<file path="src/rtl/queen_pkg.sv">
// Shared types and helpers for the N-Queens backtracking engine.
// Boards are sized for the largest supported N; smaller instances use the low rows/bits.
package queen_pkg;

    localparam int N_DEFAULT = 8;
    localparam int W_DEFAULT = 3;
    localparam int BOARD_BITS = N_DEFAULT * W_DEFAULT;
    localparam int BIT_IDX_W = $clog2(BOARD_BITS);
    localparam int ROW_IDX_W = $clog2(N_DEFAULT);
    localparam int COL_IDX_W = $clog2(W_DEFAULT);

    typedef enum logic [2:0] {
        IDLE,
        CHECK,
        NEXT,
        BACKTRACK,
        EMIT,
        FINISH
    } state_t;

    typedef logic [W_DEFAULT-1:0] coord_t;
    typedef coord_t [N_DEFAULT-1:0] board_t;

    // Repack the first n rows at a stride of w bits: row r lands in [r*w +: w].
    function automatic logic [BOARD_BITS-1:0] pack_board(board_t b, int n, int w);
        logic [BOARD_BITS-1:0] v;
        v = '0;
        for (int r = 0; r < N_DEFAULT; r++) begin
            for (int i = 0; i < W_DEFAULT; i++) begin
                if (r < n && i < w)
                    v[BIT_IDX_W'(r * w + i)] = b[ROW_IDX_W'(r)][COL_IDX_W'(i)];
            end
        end
        return v;
    endfunction

endpackage

</file>
<file path="src/rtl/queen_solver_if.sv">
// Control and solution-stream bundle between the start logic, the solver and the logger.
interface queen_solver_if #(
    parameter int N = 8,
    parameter int W = 3
);
    logic             start;
    logic             busy;
    logic             sol_valid;
    logic             sol_ready;
    logic [N*W-1:0]   sol_board;
    logic [7:0]       sol_count;
    logic             done;

    // master: the solver, which produces the solution stream
    modport master (
        input  start, sol_ready,
        output busy, sol_valid, sol_board, sol_count, done
    );

    modport slave (
        output start, sol_ready,
        input  busy, sol_valid, sol_board, sol_count, done
    );
endinterface

</file>
<file path="src/rtl/queen_conflict.sv">
// Combinational attack test between a candidate square and one placed queen.
// Row/column distances use W+1-bit signed differences so a span of 2^W-1 never aliases.
module queen_conflict
    import queen_pkg::*;
#(
    parameter int W = W_DEFAULT
) (
    input  logic [W-1:0] r1,
    input  logic [W-1:0] c1,
    input  logic [W-1:0] r2,
    input  logic [W-1:0] c2,
    output logic         conflict
);
    logic [W:0] dr, dc;
    logic [W:0] adr, adc;

    assign dr  = {1'b0, r1} - {1'b0, r2};
    assign dc  = {1'b0, c1} - {1'b0, c2};
    assign adr = dr[W] ? (~dr + 1'b1) : dr;
    assign adc = dc[W] ? (~dc + 1'b1) : dc;

    assign conflict = (c1 == c2) || (adr == adc);
endmodule

</file>
<file path="src/rtl/queen_solver.sv">
// Sequential N-Queens enumerator: one conflict comparison per cycle, solutions
// streamed in lexicographic order over a valid/ready handshake.
module queen_solver
    import queen_pkg::*;
#(
    parameter int N = N_DEFAULT,
    parameter int W = W_DEFAULT
) (
    input  logic           clk,
    input  logic           rst_n,
    queen_solver_if.master bus
);
    localparam logic [W-1:0] LAST = W'(N - 1);

    state_t                  state, state_d;
    logic [W-1:0]            r, c, k, r_m1;
    board_t                  cols;
    logic [7:0]              sol_count;
    logic                    busy;
    logic                    conflict;
    logic [BOARD_BITS-1:0]   packed_all;

    assign r_m1       = r - 1'b1;
    assign packed_all = pack_board(cols, N, W);

    queen_conflict #(.W(W)) u_conflict (
        .r1       (r),
        .c1       (c),
        .r2       (k),
        .c2       (cols[k][W-1:0]),
        .conflict (conflict)
    );

    always_ff @(posedge clk) begin
        if (!rst_n) state <= IDLE;
        else        state <= state_d;
    end

    always_comb begin
        state_d = state;
        case (state)
            IDLE:      if (bus.start) state_d = CHECK;
            CHECK: begin
                if (k == r) begin
                    if (r == LAST) state_d = EMIT;
                end else if (conflict) begin
                    state_d = NEXT;
                end
            end
            NEXT:      state_d = (c == LAST) ? BACKTRACK : CHECK;
            BACKTRACK: state_d = (r == '0) ? FINISH : NEXT;
            EMIT:      if (bus.sol_ready) state_d = NEXT;
            FINISH:    state_d = IDLE;
            default:   state_d = IDLE;
        endcase
    end

    always_ff @(posedge clk) begin
        if (!rst_n) begin
            r         <= '0;
            c         <= '0;
            k         <= '0;
            cols      <= '0;
            sol_count <= '0;
            busy      <= 1'b0;
        end else begin
            case (state)
                IDLE: begin
                    if (bus.start) begin
                        r         <= '0;
                        c         <= '0;
                        k         <= '0;
                        sol_count <= '0;
                        busy      <= 1'b1;
                    end
                end
                CHECK: begin
                    if (k == r) begin
                        cols[r] <= W_DEFAULT'(c);
                        if (r != LAST) begin
                            r <= r + 1'b1;
                            c <= '0;
                            k <= '0;
                        end
                    end else if (!conflict) begin
                        k <= k + 1'b1;
                    end
                end
                NEXT: begin
                    if (c != LAST) begin
                        c <= c + 1'b1;
                        k <= '0;
                    end
                end
                // Resume the parent row from the column it held.
                BACKTRACK: begin
                    if (r != '0) begin
                        r <= r_m1;
                        c <= cols[r_m1][W-1:0];
                    end
                end
                EMIT:    if (bus.sol_ready) sol_count <= sol_count + 1'b1;
                FINISH:  busy <= 1'b0;
                default: ;
            endcase
        end
    end

    // cols is frozen in EMIT, so the board is stable across any stall.
    assign bus.busy      = busy;
    assign bus.sol_valid = (state == EMIT);
    assign bus.done      = (state == FINISH);
    assign bus.sol_count = sol_count;
    assign bus.sol_board = (state == EMIT) ? packed_all[N*W-1:0] : '0;

endmodule

</file>
<file path="src/flat_wrapper.sv">
// flat-port wrapper written by rule: the top's interface ports become plain ports
module queen_solver_flat import queen_pkg::*;
#(
    parameter int N = N_DEFAULT,
    parameter int W = W_DEFAULT
)
  (clk, rst_n, bus_start, bus_sol_ready, bus_busy, bus_sol_valid, bus_sol_board, bus_sol_count, bus_done);
  queen_solver_if #(.N(N), .W(W)) bus_i ();
  input  logic clk;
  input  logic rst_n;
  input wire logic [$bits(bus_i.start)-1:0] bus_start;
  input wire logic [$bits(bus_i.sol_ready)-1:0] bus_sol_ready;
  output wire logic [$bits(bus_i.busy)-1:0] bus_busy;
  output wire logic [$bits(bus_i.sol_valid)-1:0] bus_sol_valid;
  output wire logic [$bits(bus_i.sol_board)-1:0] bus_sol_board;
  output wire logic [$bits(bus_i.sol_count)-1:0] bus_sol_count;
  output wire logic [$bits(bus_i.done)-1:0] bus_done;
  assign bus_i.start = bus_start;
  assign bus_i.sol_ready = bus_sol_ready;
  assign bus_busy = bus_i.busy;
  assign bus_sol_valid = bus_i.sol_valid;
  assign bus_sol_board = bus_i.sol_board;
  assign bus_sol_count = bus_i.sol_count;
  assign bus_done = bus_i.done;
  queen_solver #(.N(N), .W(W)) u_core (.clk(clk), .rst_n(rst_n), .bus(bus_i));
endmodule
</file>
<file path="config.mk">
export PLATFORM = sky130hd
export DESIGN_NAME = queen_solver_flat
export DESIGN_NICKNAME = d
export VERILOG_FILES = /design/src/rtl/queen_pkg.sv /design/src/rtl/queen_solver_if.sv /design/src/rtl/queen_conflict.sv /design/src/rtl/queen_solver.sv /design/src/flat_wrapper.sv
export SDC_FILE = /design/constraint.sdc
export NUM_CORES = 1
export LEC_CHECK = 0
export BUFFER_PORTS_ARGS = -buffer_cell sky130_fd_sc_hd__buf_2
export CORE_ASPECT_RATIO = 0.8
export CORE_MARGIN = 4
export CORE_UTILIZATION = 55
export CTS_CLUSTER_SIZE = 30
export DETAILED_ROUTE_END_ITERATION = 10
export GPL_TIMING_DRIVEN = 0
export PLACE_DENSITY = 0.82
export SYNTH_ARGS = -nofsm -noshare
export SYNTH_HDL_FRONTEND = slang
export SYNTH_SLANG_ARGS = --single-unit
</file>
<file path="constraint.sdc">
create_clock -name clk -period 5.1 [get_ports clk]
set_input_delay 0.255 -clock clk [delete_from_list [all_inputs] [get_ports clk]]
set_output_delay 0.255 -clock clk [all_outputs]
set_load 0.01 [all_outputs]
</file>
== Yosys cells after proc, flatten, opt, wreduce, memory -nomap -nowiden ==
Cells that the tools add are included.

* Equality and inequality tests: 22
* Bitwise operators: 2
* Multiply operators: 0
* Magnitude comparators: 4
* Reductions and logical operators: 17
* Add/subtract/negate cells: 9
* Div/mod/pow operators: 0
* Multiplexer cells: 37
* Shift-type cells: 0

{| class="wikitable"
|+ Operators by type and width
! operator !! count
|-
| 3-bit 2-to-1 mux || 20
|-
| 24-bit bitwise mux || 1
|-
| 3-bit binary-select mux with 3-bit select || 2
|-
| 3-bit one-hot mux with 3 select lines || 2
|-
| 16-bit 2-to-1 mux || 1
|-
| 8-bit 2-to-1 mux || 2
|-
| 8-bit one-hot mux with 2 select lines || 1
|-
| 3-bit != test (second input constant) || 5
|-
| 3-bit one-hot mux with 5 select lines || 1
|-
| 3-bit == test (second input constant) || 4
|-
| 3-bit by 4-bit < comparator with 1-bit output (second input constant) || 3
|-
| 3-bit one-hot mux with 4 select lines || 1
|-
| 5-bit AND reduction || 2
|-
| 3-bit by 1-bit adder with 3-bit output (second input constant) || 3
|-
| 3-bit demux with 3-bit select || 1
|-
| 3-bit nonzero test || 3
|-
| 4-bit by 1-bit adder with 4-bit output (second input constant) || 2
|-
| 8-bit by 1-bit adder with 8-bit output (second input constant) || 1
|-
| 4-bit 2-to-1 mux || 2
|-
| 2-bit by 1-bit != test with 1-bit output (second input constant) || 4
|-
| 4-bit inverter || 2
|-
| 3-bit by 3-bit subtractor with 4-bit output || 2
|-
| 3-bit by 2-bit == test with 1-bit output (second input constant) || 2
|-
| 3-bit == test || 2
|-
| 18 further kinds || 22
|}

* Bits in latches: 0
* Output and inout port bits: 35
* Memories kept: 0
* Register bits: 45
* Input port bits: 4
* Bits in writable memories: 0
* ROM bits: 0
* Word-level logic and storage cells: 105

== Logic depth before layout (Yosys ltp) ==
Gate-level depths: netlist of the first run.

* Depth in word-level cells: 11
* Gate-level depth with buffers: 14
* Gate-level depth less buffers: 13

== Modules after synthesis ==
Synthesis of the first run repeated with hierarchy kept, for this count alone.

* Cell total of the unflattened synthesis: 343
* Area, all modules: 3111.7 um^2

{| class="wikitable"
|+ Modules (own cells, without submodules)
! module !! area each (um^2) !! instances !! cells each !! seq. area each (um^2)
|-
| queen_solver || 2728.9 || 1 || 297 || 900.9
|-
| queen_conflict || 382.9 || 1 || 46 || 0.0
|}

== Worst setup path before layout of the first run ==
OpenSTA, ideal clock, no wires.

* Path kind: register -> register
* Start point: reg u_core.k[0]
* End point: reg u_core.state[0]
* Library setup time: 0.122 ns
* Data required time: 4.978 ns
* Arrival: 3.440 ns
* Slack: 1.539 ns
* Buffers on the path: 1
* Period minus slack after synthesis: 3.561 ns
* Stages on the path, launching flop included: 15
* Cell sequence: dfxtp_1 -> clkbuf_1 -> mux4_2 -> nand2_1 -> nand2_1 -> ha_1 -> inv_1 -> fa_1 -> inv_1 -> ha_1 -> nor2_1 -> xnor3_1 -> nand4_1 -> a31o_2 -> o311a_1

* Cells in the longest elaborated chain, start to end: 10
* Elaborated cells between the ends (all ways): 19
* Classes of those cells: add/sub: 4; eq/ne: 5; mux: 6; bitwise: 2; reduce/logical: 2

{| class="wikitable"
|+ RTL lines
! item !! RTL line !! RTL
|-
| from (decl) || queen_solver.sv:16 || <nowiki>logic [W-1:0] r, c, k, r_m1;</nowiki>
|-
| from (signal assigned) || queen_solver.sv:86 || <nowiki>k <= k + 1'b1;</nowiki>
|-
| 3-bit binary-select mux with 3-bit select || queen_solver.sv:30 || <nowiki>.c2 (cols[k][W-1:0]),</nowiki>
|-
| 3-bit 2-to-1 mux (not written as such) || queen_solver.sv:30 ||
|-
| 3-bit by 3-bit subtractor with 4-bit output || queen_conflict.sv:18 || <nowiki>assign dc = {1'b0, c1} - {1'b0, c2};</nowiki>
|-
| 4-bit inverter || queen_conflict.sv:20 || <nowiki>assign adc = dc[W] ? (~dc + 1'b1) : dc;</nowiki>
|-
| 4-bit by 1-bit adder with 4-bit output || queen_conflict.sv:20 ||
|-
| 4-bit 2-to-1 mux || queen_conflict.sv:20 ||
|-
| 4-bit == test || queen_conflict.sv:22 || <nowiki>assign conflict = (c1 == c2) || (adr == adc);</nowiki>
|-
| 1-bit logical OR || queen_conflict.sv:22 ||
|-
| 3-bit by 1-bit != test with 1-bit output (no line) || -- ||
|-
| 4-bit AND reduction (no line) || -- ||
|-
| to (signal assigned) || queen_solver.sv:36 || <nowiki>else state <= state_d;</nowiki>
|-
| to (decl) || queen_solver.sv:15 || <nowiki>state_t state, state_d;</nowiki>
|}

Parallel ways exist; a longest one is shown, timed or not. The select of a mux whose other input is x is not followed.
A chain may end at the register's enable or synchronous reset.

== Worst setup path in the final report of the first run ==
Ends and elaborated chain as after synthesis.

==> load_flow_metrics.sql, run 1 <==
INSERT INTO impl_metrics (metric_group, metric, value, unit) VALUES
('run_status', 'outcome', 'finished, final reports clean', ''),
('hold_path', 'hp_class', 'input port to flop', ''),
('global_routing', 'grt_start_max_net_pins', '15', ''),
('floorplan', 'die_x', '90.4', 'um'),
('global_routing', 'grt_use_met1', '30.5', '%'),
('sta', 'setup-tns-final', '0', 'ps'),
('synth', 'post_synth_instance_area', '2980', 'um2'),
('detailed_routing', 'post_drt_via_cell_ratio', '5.73', ''),
('sta', 'post-route-period-util', '80.7', '%'),
('final_layout', 'insertedDiodeCount', '0', ''),
('power_and_ir_drop', 'worst_ir_drop_vdd', '143', 'uV'),
('detailed_routing', 'detailroute.via_count', '2487', ''),
('cts', 'holdBufCountCts', '0', ''),
('worst_setup_path', 'arrival', '4310', 'ps'),
('final_layout', 'syn2layout_area_growth', '11.8', '%'),
('floorplan', 'placementRows', '23', ''),
('detailed_routing', 'drt.antenna.violating_nets', '0', ''),
('global_routing', 'grtUsageMet2', '36.2', '%'),
('sta', 'clock_skew_after_layout', '7.58', 'ps'),
('global_routing', 'grt_util_all_layers', '22.2', '%'),
('global_routing', 'via_count_of_the_first_global_routing_pass', '2374', ''),
('cts', 'cts_tree', 'yes', ''),
('sta', 'slew_headroom', '49.1', '%'),
('place', 'port-buffer-count', '22', ''),
('final_layout', 'fin_nets', '394', ''),
('cts', 'postCtsSetupBuffers', '0', ''),
('global_routing', 'global_route_wire_length_before_repair', '11700', 'um'),
('floorplan', 'die_height', '73.9', 'um'),
('sta', 'tightest_slew', '758', 'ps'),
('synth', 'average_footprint_of_a_synthesized_cell', '9.10', 'um2'),
('cts', 'clk_pin_slew_worst_paths', '80', 'ps'),
('synth', 'yosys.area.top_type_share', '30.2', '%'),
('synth', 'number_of_flops_mapped_to_enable_cells_by_yosys', '0', ''),
('detailed_routing', 'drt-total-wl', '7080', 'um'),
('cts', 'maximum_buffer_depth_of_the_clock_tree', '2', ''),
('worst_setup_path', 'critical_path_peak_fanout', '8', ''),
('synth', 'ys_ff_latch', '45', ''),
('floorplan', 'initial_utilization', '58.3', '%'),
('synth', 'yosys.cell_types.count', '49', ''),
('detailed_routing', 'detailedRoute.firstIterationViolations', '159', ''),
('place', 'globalplace.congestion', '0.910', ''),
('cts', 'number_of_buffers_created_by_cts', '5', ''),
('sta', 'achievable-frequency', '243', 'MHz'),
('synth', 'synthFlopType', 'dfxtp_1', ''),
('detailed_routing', 'detail_route.wl_per_cell', '16.3', 'um'),
('sta', 'rsz_0062_raised_after_global_routing', 'no', ''),
('place', 'detailedPlacementHpwl', '5440', 'um'),
('sta', 'period_needed', '4110', 'ps'),
('worst_setup_path', 'critical_path.startpoint_type', 'flop', ''),
('final_layout', 'layout_cell_share_with_drive_strength_beyond_1', '18.5', '%'),
('cts', 'clock_tree.root_cell', 'clkbuf_8', ''),
('sta', 'setup_viol', '0', ''),
('synth', 'synthTopCellsByArea', 'dfxtp_1 30%, mux2i_1 10%, mux4_2 9.1%, ha_1 6.7%, nor2_1 5.9%', ''),
('synth', 'synthesis.yosys.warnings', '0', ''),
('sta', 'hold_ws', '257', 'ps'),
('worst_setup_path', 'r2r_setup_slack', '990', 'ps'),
('synth', 'syn_inst', '328', ''),
('floorplan', 'die_area', '6680', 'um2'),
('detailed_routing', 'first_pass_iters', '4', ''),
('final_layout', 'post-route-util', '65.1', '%'),
('sta', 'timing_hold_violations_final', '0', ''),
('synth', 'synthMostInstantiatedCell', 'nor2_1', ''),
('synth', 'postSynth.asyncResetShare', '0', '%'),
('cts', 'clock_latency', '300', 'ps'),
('worst_setup_path', 'critical_path_class', 'flop to flop', ''),
('floorplan', 'placeableCoreArea', '5120', 'um2'),
('floorplan', 'ioPinCount', '39', ''),
('final_layout', 'fillers', '450', ''),
('cts', 'cts.sink_count', '45', ''),
('synth', 'synth_top_area_cell', 'dfxtp_1', ''),
('global_routing', 'gr-max-usage-layer', 'met2', '');
==> routing by layer <==
layer,vias to the layer above,share of wire (%)
li1,1215,-
met1,1177,45
met2,82,48
met3,13,6.1
met4,0,1.2
met5,-,0
==> registers in the layout (all words and copies together), names as in the netlist <==
register,flops
u_core.state,3
u_core.k,3
u_core.bus.sol_count,8
u_core.cols,24
u_core.c,3
u_core.r,3
u_core.bus.busy,1
==> cells in the final DEF, fill, tap and decap left out, types with 11 or more instances in the layout <==
cell	instances
a21oi_1	12
buf_4	17
nor2_1	47
conb_1	16
mux2i_1	31
inv_1	11
ha_1	16
dfxtp_1	45
and3_1	11
mux4_2	12
buf_2	22
clkbuf_1	17
nand2_1	20
==> critical path: stages, from the launching register on <==
cell	delay, ps
dfxtp_1	380
clkbuf_1	530
mux4_2	600
nand2_1	80
nand2_1	60
ha_1	200
inv_1	70
fa_1	430
inv_1	90
ha_1	220
mux2i_1	180
xnor2_1	150
nand4_1	290
a31o_2	370
o311a_1	350
==> final cells by class <==
cell class	count	area, um2	share of cell area, %
clock buffers	5	68.8	2.06
clock inverters	2	38.8	1.16
well taps	62	77.6	2.33
plain buffers	35	203	6.08
flip-flops and latches	45	901	27.0
inverters	13	48.8	1.46
multi-input cells	250	1890	56.6
repair buffers	22	110	3.30
==> path summary, 6_finish.rpt <==
path,from,end,cells past startpoint
setup / recovery,u_core.k[0],u_core.state[0],14
hold / removal,rst_n,u_core.k[0],2
setup reg to reg,u_core.k[0],u_core.state[0],14
hold reg to reg,u_core.bus.busy,u_core.bus.busy,2
==> cells by family (layout without fill, tap and decap cells) <==
family	count (synthesis)	count (layout)	synth area share, %
AND/OR/NAND/NOR	118	118	20.0
buffers and inverters	48	77	8.43
flip-flops	45	45	30.2
multiplexers	44	44	19.8
AO/OA/AOI/OAI	39	39	8.55
adder cells (fa/ha/maj)	18	18	8.05
XOR/XNOR	15	15	4.86
other	1	16	0.126
==> metrics by stage <==
step	instance area, um2	std cells	worst slack (ps)	power, W
after global routing	3340	434	781	0.00105
after CTS	3340	434	1010	0.000992
final	3340	434	986	0.000993
after floorplan	3040	343	1540	0.000645
after global placement	3230	427	1100	0.000712
after detailed placement	3230	427	1020	0.000725
==> power by group <==
| part | total (W) | leakage (nW) | switching, W | internal, W |
|---|---|---|---|---|
| combinational | 0.000337 | 1.05 | 0.000211 | 0.000126 |
| clock | 0.000269 | 0.0546 | 0.000124 | 0.000145 |
| sequential | 0.000387 | 0.363 | 0.0000217 | 0.000366 |
Note: power is estimated with default switching activity, not from simulation.
==> run 2, diff against run 1 <==
Settings changed: CORE_UTILIZATION 55 to 52, PLACE_DENSITY 0.82 to 0.81.
Clock period 5.1 ns to 3.3 ns, I/O delays scaled along.
==> load_flow_metrics.sql, run 2 (synthesis results as in run 1) <==
INSERT INTO impl_metrics (metric_group, metric, value, unit) VALUES
('floorplan', 'die_area', '7020', 'um2'),
('final_layout', 'fillers', '471', ''),
('cts', 'cts.sink_count', '45', ''),
('power_and_ir_drop', 'seq_power_share', '37.3', '%'),
('sta', 'setup_viol', '0', ''),
('final_layout', 'post-route-util', '63.1', '%'),
('sta', 'tightest_slew', '692', 'ps'),
('power_and_ir_drop', 'worst_ir_drop_vdd', '271', 'uV'),
('power_and_ir_drop', 'internal_power', '0.00102', 'W'),
('detailed_routing', 'detailedRoute.firstIterationViolations', '167', ''),
('final_layout', 'final_area', '3470', 'um2'),
('cts', 'number_of_buffers_created_by_cts', '5', ''),
('final_layout', 'fin_nets', '402', ''),
('floorplan', 'ioPinCount', '39', ''),
('cts', 'holdBufCountCts', '0', ''),
('power_and_ir_drop', 'switchingPower', '0.000578', 'W'),
('worst_setup_path', 'critical_path.startpoint', 'u_core.k[0]', ''),
('place', 'postPlaceCellArea', '3260', 'um2'),
('run_status', 'outcome', 'finished, final reports clean', ''),
('worst_setup_path', 'critical_path_class', 'flop to flop', ''),
('final_layout', 'reg_top3', 'u_core.cols x24, u_core.bus.sol_count x8', ''),
('floorplan', 'die_x', '92.7', 'um'),
('worst_setup_path', 'timing.critical_path.depth', '14', ''),
('worst_setup_path', 'crit_path_max_incr_delay', '540', 'ps'),
('sta', 'clock_skew_after_layout', '5.73', 'ps'),
('place', 'place_worst_setup_slack', '-386', 'ps'),
('place', 'dp_cells', '443', ''),
('floorplan', 'placementRows', '24', ''),
('cts', 'maximum_buffer_depth_of_the_clock_tree', '2', ''),
('detailed_routing', 'first_pass_iters', '5', ''),
('power_and_ir_drop', 'power.leakage', '1.51', 'nW'),
('final_layout', 'layout_cell_share_with_drive_strength_beyond_1', '22.8', '%'),
('worst_setup_path', 'arrival', '3470', 'ps'),
('worst_setup_path', 'depth_of_the_worst_register_to_register_path', '14', ''),
('power_and_ir_drop', 'combPwrFrac', '36.0', '%'),
('cts', 'clk_pin_slew_worst_paths', '80', 'ps'),
('sta', 'slew_headroom', '53.5', '%'),
('worst_setup_path', 'rr_startpoint', 'u_core.k[0]', ''),
('final_layout', 'syn2layout_area_growth', '16.1', '%'),
('sta', 'timing_hold_violations_final', '0', ''),
('final_layout', 'layout.cells.most_common_list', '47 x nor2_1, 44 x dfxtp_1, 29 x mux2i_1', ''),
('global_routing', 'global_route.overflow_total', '0', ''),
('worst_setup_path', 'critical_path.startpoint_type', 'flop', ''),
('cts', 'cts_max_level', '2', ''),
('cts', 'clock_tree.root_cell', 'clkbuf_8', ''),
('sta', 'hold_ws', '144', 'ps'),
('global_routing', 'grt_start_max_net_pins', '16', ''),
('final_layout', 'mostFrequentLayoutCell', 'nor2_1', ''),
('sta', 'setup_ws', '67.6', 'ps'),
('global_routing', 'antenna_found_initial', '0', ''),
('final_layout', 'insertedDiodeCount', '0', ''),
('job', 'timing.max_cap.violations', '0', ''),
('worst_setup_path', 'worst_path_dominant_cell_family', 'adder cells', ''),
('sta', 'achievable-frequency', '309', 'MHz'),
('floorplan', 'placeableCoreArea', '5500', 'um2'),
('sta', 'post-route-period-util', '98.0', '%'),
('place', 'port-buffer-count', '22', ''),
('worst_setup_path', 'r2r_setup_slack', '70', 'ps'),
('detailed_routing', 'detail_route.wl_per_cell', '16.0', 'um'),
('worst_setup_path', 'crit_path_end_kind', 'flop', ''),
('place', 'detailedPlacementHpwl', '5460', 'um'),
('detailed_routing', 'detailroute.via_count', '2594', ''),
('worst_setup_path', 'rr_endpoint', 'u_core.k[1]', ''),
('final_layout', 'top_register', 'u_core.cols', ''),
('floorplan', 'initial_utilization', '54.3', '%'),
('floorplan', 'die_height', '75.8', 'um'),
('power_and_ir_drop', 'cellPowerDensity', '462', 'nW/um2'),
('sta', 'rsz_0062_raised_after_global_routing', 'yes', ''),
('global_routing', 'via_count_of_the_first_global_routing_pass', '2321', ''),
('hold_path', 'min_delay_path_depth', '2', ''),
('cts', 'cts_tree', 'yes', ''),
('global_routing', 'global_route_wire_length_before_repair', '11300', 'um'),
('hold_path', 'min-delay-start', 'rst_n', ''),
('cts', 'clock_latency', '310', 'ps'),
('final_layout', 'largest_register_ffs', '24', ''),
('power_and_ir_drop', 'switching_fraction_of_total_power', '36.1', '%'),
('hold_path', 'hp_class', 'input port to flop', ''),
('detailed_routing', 'drc', '0', ''),
('worst_setup_path', 'critical_path_peak_fanout', '7', ''),
('sta', 'timing.final.max_slew_violations', '0', ''),
('global_routing', 'grt_util_all_layers', '21.2', '%'),
('final_layout', 'final_cell_count_no_fill', '459', ''),
('worst_setup_path', 'crit_end', 'u_core.k[1]', ''),
('detailed_routing', 'drt-total-wl', '7350', 'um'),
('detailed_routing', 'drt.antenna.violating_nets', '0', ''),
('worst_setup_path', 'crit_buf_inv', '3', ''),
('worst_setup_path', 'crit_path_cell_trace', 'mux4_2 -> nand2_1 -> nand2_1 -> ha_2 -> inv_2 -> fa_1 -> inv_2 -> ha_4 -> mux2i_2 -> xnor2_1 -> nand4_1 -> buf_4 -> a211o_1 -> a31oi_1', ''),
('power_and_ir_drop', 'clock_power_share', '26.7', '%'),
('sta', 'period_needed', '3230', 'ps'),
('detailed_routing', 'post_drt_via_cell_ratio', '5.65', ''),
('worst_setup_path', 'data_required_time_of_the_critical_path', '3530', 'ps'),
('worst_setup_path', 'critPathSlowestCell', 'mux4_2', ''),
('place', 'globalplace.congestion', '0.858', '');
-- run 2: changes by cell type in the layout (fill, tap and decap cells not counted), moves of 2 or more --
cell	delta
ha_1	-2
mux2i_1	-2
buf_4	+10
inv_1	-2
inv_2	+2
clkbuf_1	-2
-- run 2: layer usage --
metal  GRT usage (%)  share of wire, %  vias up
met5               0                 0        -
met4            9.43               2.0        0
met3            3.85               6.6       17
met2            34.7                48      113
met1            27.9                43     1234
li1                -                 -     1230
-- run 2: timing repair --
action                                 in CTS  in global routing
setup endpoints to repair                   6                  6
pin swaps                                   9                  6
resized for setup                           6                  5
endpoints found under the hold margin       0                  0
buffers inserted                            5                  4
-- run 2: area by class of cell --
cell class	count	area [um2]	area share [%]
multi-input combinational	250	1920	55.4
sequential	45	905	26.1
buffer	34	203	5.85
timing repair buffer	31	178	5.13
tap	78	97.6	2.82
clock buffer	5	68.8	1.99
inverter	13	48.8	1.41
clock inverter	3	46.3	1.34
-- run 2: power groups by stage --
stage	sequential (W)	clock [W]	combinational, W
3_3_place_gp	0.000608	0	0.000494
2_1_floorplan	0.000603	0	0.000395
5_1_grt	0.000602	0.000457	0.000621
6_report	0.000598	0.000428	0.000576
3_5_place_dp	0.000610	0	0.000510
4_1_cts	0.000597	0.000433	0.000543
-- run 2: through the flow --
step / TNS (ps) / power, W
after floorplan: 0 / 0.000998
after global placement: -529 / 0.00110
after detailed placement: -1170 / 0.00112
after CTS: -63.3 / 0.00157
after global routing: -125 / 0.00168
final: 0 / 0.00160
-- run 2: worst min path at each step --
stage | endpoint
after detailed placement | u_core.k[0]
after global routing | u_core.k[0]
after floorplan | u_core.k[0]
final | u_core.k[0]
after global placement | u_core.k[0]
after CTS | u_core.k[0]
